[config.mk]
export PLATFORM = sky130hd
export DESIGN_NAME = pipe_hazard_ctrl
export DESIGN_NICKNAME = d
export VERILOG_FILES = /design/src/rtl/pipe_hazard_ctrl.sv
export SDC_FILE = /design/constraint.sdc
export NUM_CORES = 1
export LEC_CHECK = 0
export ABC_CLOCK_PERIOD_IN_PS = 3100
export CAP_MARGIN = 30
export CORE_MARGIN = 5
export CORE_UTILIZATION = 60
export CTS_CLUSTER_SIZE = 8
export DETAILED_ROUTE_END_ITERATION = 7
export DONT_BUFFER_PORTS = 1
export PLACE_DENSITY = 0.83
export RECOVER_POWER = 100
export SETUP_SLACK_MARGIN = 0.1
export SYNTH_ARGS = -nofsm -noshare
export SYNTH_HDL_FRONTEND = slang
export SYNTH_SLANG_ARGS = --single-unit
[constraint.sdc]
create_clock -name clk -period 3.1 [get_ports clk]
set_input_delay 0.31 -clock clk [delete_from_list [all_inputs] [get_ports clk]]
set_output_delay 0.31 -clock clk [all_outputs]
set_load 0.005 [all_outputs]
[src/rtl/pipe_hazard_ctrl.sv]
// Pipeline stall/flush controller: load-use bubbles, branch redirect flushes,
// external multi-cycle holds and saturating stall/redirect counters.
module pipe_hazard_ctrl #(
    parameter int unsigned NSTAGE      = 5,
    parameter int unsigned REG_AW      = 5,
    parameter int unsigned LU_BUBBLES  = 1,
    parameter int unsigned FLUSH_DEPTH = 2,
    parameter int unsigned EXT_STAGE   = 3,
    parameter int unsigned CNT_W       = 16
) (
    input  logic              clk,
    input  logic              rst,
    input  logic              id_re1,
    input  logic              id_re2,
    input  logic [REG_AW-1:0] id_raddr1,
    input  logic [REG_AW-1:0] id_raddr2,
    input  logic              ex_mem_re,
    input  logic              ex_regfile_we,
    input  logic [REG_AW-1:0] ex_regfile_waddr,
    input  logic              branch_taken,
    input  logic              ext_stall_req,
    output logic [NSTAGE-1:0] stall,
    output logic [NSTAGE-1:0] flush,
    output logic [1:0]        ctrl_state,
    output logic [CNT_W-1:0]  stall_cnt,
    output logic [CNT_W-1:0]  flush_cnt
);

    typedef enum logic [1:0] {
        StRun = 2'd0,
        StLu  = 2'd1,
        StExt = 2'd2
    } state_e;

    localparam logic [NSTAGE-1:0] ExtStallMask = NSTAGE'((1 << (EXT_STAGE + 1)) - 1);
    localparam logic [NSTAGE-1:0] ExtFlushMask =
        (EXT_STAGE + 1 < NSTAGE) ? NSTAGE'(1 << (EXT_STAGE + 1)) : '0;
    localparam logic [NSTAGE-1:0] RedirFlushMask = NSTAGE'(((1 << FLUSH_DEPTH) - 1) << 1);
    // Load-use bubble: hold PC and IF_ID, squash ID_EX.
    localparam logic [NSTAGE-1:0] LuStallMask = NSTAGE'(3);
    localparam logic [NSTAGE-1:0] LuFlushMask = NSTAGE'(4);
    localparam logic [1:0]        LuReload    = 2'(LU_BUBBLES - 1);

    state_e            state_q, state_d;
    logic [1:0]        lu_cnt_q, lu_cnt_d;
    logic              redirect_pend_q, redirect_pend_d;
    logic [CNT_W-1:0]  stall_cnt_q, stall_cnt_d;
    logic [CNT_W-1:0]  flush_cnt_q, flush_cnt_d;

    logic              src1_hit, src2_hit, lu_hit;
    logic              redirect_apply;
    logic [NSTAGE-1:0] stall_c, flush_c;

    assign src1_hit = id_re1 && (id_raddr1 == ex_regfile_waddr);
    assign src2_hit = id_re2 && (id_raddr2 == ex_regfile_waddr);
    assign lu_hit   = ex_mem_re && ex_regfile_we && (ex_regfile_waddr != '0)
                      && (src1_hit || src2_hit);

    always_comb begin
        stall_c         = '0;
        flush_c         = '0;
        state_d         = state_q;
        lu_cnt_d        = lu_cnt_q;
        redirect_pend_d = redirect_pend_q;
        redirect_apply  = 1'b0;

        if (ext_stall_req) begin
            // A redirect seen while held is remembered and applied on release.
            stall_c         = ExtStallMask;
            flush_c         = ExtFlushMask;
            redirect_pend_d = redirect_pend_q || branch_taken;
            state_d         = StExt;
        end else if (branch_taken || redirect_pend_q) begin
            // Wrong-path instructions are discarded, so any load-use is moot.
            flush_c         = RedirFlushMask;
            redirect_pend_d = 1'b0;
            lu_cnt_d        = 2'd0;
            redirect_apply  = 1'b1;
            state_d         = StRun;
        end else if (lu_cnt_q != 2'd0) begin
            stall_c  = LuStallMask;
            flush_c  = LuFlushMask;
            lu_cnt_d = lu_cnt_q - 2'd1;
            state_d  = (lu_cnt_q == 2'd1) ? StRun : StLu;
        end else if (lu_hit) begin
            stall_c  = LuStallMask;
            flush_c  = LuFlushMask;
            lu_cnt_d = LuReload;
            state_d  = (LuReload != 2'd0) ? StLu : StRun;
        end else begin
            state_d = StRun;
        end
    end

    always_comb begin
        stall_cnt_d = stall_cnt_q;
        flush_cnt_d = flush_cnt_q;
        if ((stall_c != '0) && (stall_cnt_q != '1)) begin
            stall_cnt_d = stall_cnt_q + CNT_W'(1);
        end
        if (redirect_apply && (flush_cnt_q != '1)) begin
            flush_cnt_d = flush_cnt_q + CNT_W'(1);
        end
    end

    always_ff @(posedge clk or negedge rst) begin
        if (!rst) begin
            state_q         <= StRun;
            lu_cnt_q        <= 2'd0;
            redirect_pend_q <= 1'b0;
            stall_cnt_q     <= '0;
            flush_cnt_q     <= '0;
        end else begin
            state_q         <= state_d;
            lu_cnt_q        <= lu_cnt_d;
            redirect_pend_q <= redirect_pend_d;
            stall_cnt_q     <= stall_cnt_d;
            flush_cnt_q     <= flush_cnt_d;
        end
    end

    // Control is forced quiet for the whole time reset is held.
    assign stall      = rst ? stall_c : '0;
    assign flush      = rst ? flush_c : '0;
    assign ctrl_state = state_q;
    assign stall_cnt  = stall_cnt_q;
    assign flush_cnt  = flush_cnt_q;

endmodule

# Word level (Yosys, flattened, before mapping)
# Index checks and enable logic that the tools add are counted.
dict set report totals {
  inputBits 23
  reg_bits 37
  out_inout_bits 44
}
dict set report op_classes {
  n_addsub 3
  reduce_logical 15
  bitwise_logic 1
  n_mux 21
  n_eq_ne 5
}
# operator count
set ops {}
lappend ops {{$add 16x1->16 const B} 2}
lappend ops {{$ne 16x16->1 const B} 2}
lappend ops {{$mux 5} 3}
lappend ops {{$mux 2} 7}
lappend ops {{$eq 5x5->1} 2}
lappend ops {{$reduce_bool 5->1} 2}
lappend ops {{$mux 3} 3}
lappend ops {{$logic_and 1x1->1} 7}
lappend ops {{$mux 1} 7}
lappend ops {{$mux 4} 1}
lappend ops {{$reduce_bool 2->1} 2}
lappend ops {{$reduce_bool 3->1} 1}
lappend ops {{$eq 2x1->1 const B} 1}
lappend ops {{$logic_or 1x1->1} 2}
lappend ops {{$reduce_and 2->1} 1}
lappend ops {{$sub 2x1->2 const B} 1}
lappend ops {{$not 1->1} 1}

# Depth between registers and ports, before layout
dict set report depth {
  word_depth 10
  depth_mapped 7
}

# Worst setup path before layout
# Ideal clock, no wire load.
dict set report synth_path {
  path_type {input port to output port}
  startpoint {input port ex_regfile_waddr[1]}
  endpoint {output port stall[1]}
  t_arrival_ns 1.623
  path_slack_ns 1.167
  required_ns 2.790
  cell_stages 6
  path_buffers 2
  path_cell_list {or3_1 o311a_1 a31oi_4 buf_6 nor2b_1 buf_4}
}
dict set report synth_via {
  elab_chain_cells 9
  elab_cells_between_ends 13
  cone_classes {eq/ne (2); mux (5); reduce/logical (6)}
}
# item line_no
set synth_rtl {}
lappend synth_rtl {{start, declared} 19} ;# input logic [REG_AW-1:0] ex_regfile_waddr,
lappend synth_rtl {{$eq 5x5->1, on equally long branches} {54, 55}}
lappend synth_rtl {{$logic_and 1x1->1, on equally long branches} {54, 55}}
lappend synth_rtl {{$logic_or 1x1->1} 57} ;# && (src1_hit || src2_hit);
lappend synth_rtl {{$logic_and 1x1->1 *} 57}
lappend synth_rtl {{$mux 2 *} 85} ;# end else if (lu_hit) begin
lappend synth_rtl {{$mux 2 *} 80} ;# end else if (lu_cnt_q != 2'd0) begin
lappend synth_rtl {{$mux 2 *} 73} ;# end else if (branch_taken || redirect_pend_q) begin
lappend synth_rtl {{$mux 4 *} 67} ;# if (ext_stall_req) begin
lappend synth_rtl {{$mux 5 *} 123} ;# assign stall = rst ? stall_c : '0;
lappend synth_rtl {{end, declared} 22} ;# output logic [NSTAGE-1:0] stall,
# Every way passes the cells marked *; elsewhere a longest branch is shown, timed or not.

# Final worst setup path
dict set report layout_path {
  startpoint {register flush_cnt_q[7] (netlist: flush_cnt[7])}
  endpoint {register flush_cnt_q[8] (netlist: flush_cnt[8])}
}
dict set report layout_via {
  elab_chain_cells 2
  elab_cells_between_ends 3
  cone_classes {add/sub (1); eq/ne (1); reduce/logical (1)}
}
# item line_no
set layout_rtl {}
lappend layout_rtl {{start, declared} 48} ;# logic [CNT_W-1:0] flush_cnt_q, flush_cnt_d;
lappend layout_rtl {{start signal, assigned} 118} ;# flush_cnt_q <= flush_cnt_d;
lappend layout_rtl {{parallel branches: the longest is 2 deep, another holds $add 16x1->16} n/a}
# Several ways; the timed one is not identified.
# A chain may end at the register's enable or synchronous reset.

==> impl_results.md <==
* IO Port Bufs at 0
* Num CTS Buffers at 5
* Post-DRT Antenna Nets at 0
* Grt met3 use at 0.0632
* GP Congestion at 0.795
* Seq/Total Area, Yosys at 0.468
* CP Launch Type: flip-flop
* Cell row count at 20
* Mean Syn Cell Area at 11.2 um^2
* Area delta synth->final at 0.570%
* DR WL/cell at 17.0 um
* Vias in the first global route at 1403
* Clk_lat worst skew at 0.33 ns
* Arrival time worst endpoint at 2.57 ns
* Flop pwr share at 0.602
* CP endpoint: flush_cnt[8]$_DFFE_PN0P_
* Final Cycle Share at 0.756
* P_int at 0.000777 W
* Mux cell area share after synthesis at 0.0247
* Post-Synth XOR/XNOR Area at 0.173
* Worst-Margin Slew at 1.87 ns
* Largest family of logic cells by synthesized area: simple AND/OR/NAND/NOR gates
* Crit Path Category: flip-flop to flip-flop
* Crit path max fanout at 9
* R2R Setup Slk at 0.76 ns
* Hold Path Class: input pin to flip-flop
* GRT Util Overall at 0.192
* Rel. slew slack at -0.249
* Dpl hpwl at 2860 um
* GR peak layer: met2
* Clock tree buffer depth at 2
* Failing checks: max-capacitance violations, max-slew violations
* Mapped cell area at 0.00198 mm^2
* MaxCap Viol Count at 1
* Commonest non-fill, non-tap cell in the layout: dfrtp_1
* Root Buffer: clkbuf_4
* Vias per inst at 5.81
* Grt met1 use at 0.222
* Compound-gate portion of the synthesized area at 0.0620
* Combinational Power Share at 0.192
* RR Startpoint: flush_cnt[7]$_DFFE_PN0P_
* Hold_ws at 0.127 ns
* Final setup viols at 0
* DRT iter0 DRCs at 98
* CTS H-tree depth at 2
* Leakage at 0.834 nW
* Die Span Y at 67.4 um
* Status: complete, but fails checks
* Most frequent cells in the layout: dfrtp_1 (37), xnor2_1 (20), xor2_1 (19)
* First-pass GRT wire length at 6520 um
* Final Max Slew Viols at 38
* Pre-Repair DR Iteration Count at 5
* Area of the die at 0.00454 mm^2
* Post-layout util at 0.641
* Reg-to-Reg End: flush_cnt[8]$_DFFE_PN0P_
* Worst clock skew at 0.00932 ns
* Setup_tns at 0 ns
* Synth Warn # at 0
* Antenna violations before repair at 0
* Via Count at 1313
* Remaining DRCs at 0
* Sw frac at 0.349
* Core area at 0.00310 mm^2
* Adder-cell share of the synthesized area at 0.0127
* Total congestion overflow at 0
* Worst setup EP type: flip-flop
* Clock-pin slew on the worst setup and hold paths at 0.12 ns
* FF+latch count, synth at 37
* TritonCTS clock tree: built
* DIE WIDTH at 67.4 um
* Largest net degree at the start of global routing at 38
* Initial core utilization at 0.637
* Pwr per Cell Area at 600 mW/mm^2
* Clock power frac at 0.206
* Final WL at 3840 um
* I/O pin cnt at 67
* Req. time, crit path at 3.33 ns
* Met2 usage at 0.331
* Crit path time final at 2.34 ns
* Switch Pwr at 0.000416 W
* RSZ-0062 raised after global routing: no
* Fmax at 0.427 GHz
* Worst Reg-to-Reg Cells at 6
* Final hold violation count at 0
* Mapped Cells at 177
* Unique masters post-synth at 43
* CTS sink count at 37
* Nets at 206
* CP Launch Point: flush_cnt[7]$_DFFE_PN0P_
* Layout cells sized above 1 at 0.0824
* Simple-gate share of the synthesized area at 0.223
* Antenna cells at 0
* Worst vdd rail ir drop at 0.000345 V
[layer usage]
| metal | vias to the layer above | wire (um) |
|---|---|---|
| met1 | 636 | 1540 |
| met3 | 4 | 287 |
| met2 | 53 | 1980 |
| met4 | 0 | 25 |
| met5 | - | 0 |
| li1 | 620 | - |
[what timing repair did]
action | in CTS | in global routing
hold buffers | 3 | 0
buffers inserted | 0 | 0
resized for setup | 0 | 0
endpoints found under the hold margin | 38 | 0
[flip-flops by register name (all words and copies together), names as in the netlist]
name             count
flush_cnt           16
stall_cnt           16
ctrl_state           2
lu_cnt_q             2
redirect_pend_q      1
[synth_stat cells, drive strengths merged]
| cell type | number | share of area |
|---|---|---|
| nor3 | 4 | 0.016 |
| nor2b | 2 | 0.0063 |
| nor3b | 1 | 0.0038 |
| ha | 2 | 0.013 |
| xor2 | 19 | 0.084 |
| or3 | 1 | 0.0032 |
| nor4b | 2 | 0.0089 |
| xnor2 | 20 | 0.089 |
| inv | 2 | 0.0038 |
| nand4 | 10 | 0.035 |
| a31oi | 2 | 0.014 |
| o22ai | 1 | 0.0063 |
| and3 | 4 | 0.013 |
| mux2 | 4 | 0.025 |
| and4 | 2 | 0.010 |
| and2 | 4 | 0.013 |
| a41oi | 1 | 0.014 |
| and4bb | 1 | 0.0063 |
| nor2 | 14 | 0.028 |
| a2111oi | 1 | 0.014 |
| dfrtp | 37 | 0.47 |
| nor4 | 4 | 0.022 |
| buf | 8 | 0.031 |
| nand2 | 18 | 0.034 |
| nand3 | 6 | 0.018 |
| conb | 1 | 0.0019 |
| o311a | 1 | 0.0051 |
| o21ai | 1 | 0.0025 |
| a21oi | 1 | 0.0025 |
| nand2b | 2 | 0.0063 |
| o31ai | 1 | 0.0038 |
[layout make-up]
cell class                      instances  area, um^2
Sequential cell                        37         926
Multi-Input combinational cell        132         920
Inverter                                2        7.51
Fill cell                             269        1110
Tap cell                               44        55.1
Clock buffer                            6        41.3
Timing Repair Buffer                    3        23.8
Clock inverter                          2        15.0
[worst min path at each step]
| stage | from | endpoint | slack (ns) | cells past startpoint |
|---|---|---|---|---|
| final | ext_stall_req | lu_cnt_q[0]$_DFFE_PN0P_ | 0.13 | 1 |
| after global routing | ext_stall_req | lu_cnt_q[0]$_DFFE_PN0P_ | 0.09 | 1 |
| after CTS | ext_stall_req | lu_cnt_q[0]$_DFFE_PN0P_ | 0.11 | 1 |
| after detailed placement | rst | flush_cnt[10]$_DFFE_PN0P_ | 0.02 | 0 |
| after global placement | rst | flush_cnt[10]$_DFFE_PN0P_ | 0.02 | 0 |
| after floorplan | rst | ctrl_state[0]$_DFF_PN0_ | 0.01 | 0 |
[power by group through the flow]
stage / clock, W / combinational, W / sequential, W
finish: 0.000245 / 0.000229 / 0.000719
global route: 0.000275 / 0.000265 / 0.000733
CTS: 0.000253 / 0.000264 / 0.000726
detailed placement: 0 / 0.000249 / 0.000735
global placement: 0 / 0.000230 / 0.000725
floorplan: 0 / 0.000217 / 0.000693
[cells by family (layout without fill, tap and decap cells)]
kind of cell / after synthesis / in the layout
mux: 4 / 4
compound gates: 9 / 9
simple gates: 75 / 75
fa+ha+maj: 2 / 2
flops: 37 / 37
xor+xnor: 39 / 39
other cells: 1 / 3
buf+inv: 10 / 13
[critical path, stage by stage (launching register included)]
cell	delay (ns)
dfrtp_1	0.46
and4_1	0.27
and4_4	0.21
a41oi_1	0.65
and2_0	0.37
nand3_1	0.13
xnor2_1	0.14
[metrics by stage]
step / instance area [um^2] / total power, W / setup WS (ns) / instances
2_1_floorplan: 1980 / 0.000910 / 1.17 / 179
3_3_place_gp: 1980 / 0.000955 / 1.09 / 215
3_5_place_dp: 1980 / 0.000983 / 1.06 / 215
4_1_cts: 2070 / 0.00124 / 1.04 / 226
5_1_grt: 1990 / 0.00127 / 0.513 / 226
6_report: 1990 / 0.00119 / 0.756 / 226
(Power assumes the default switching activity.)
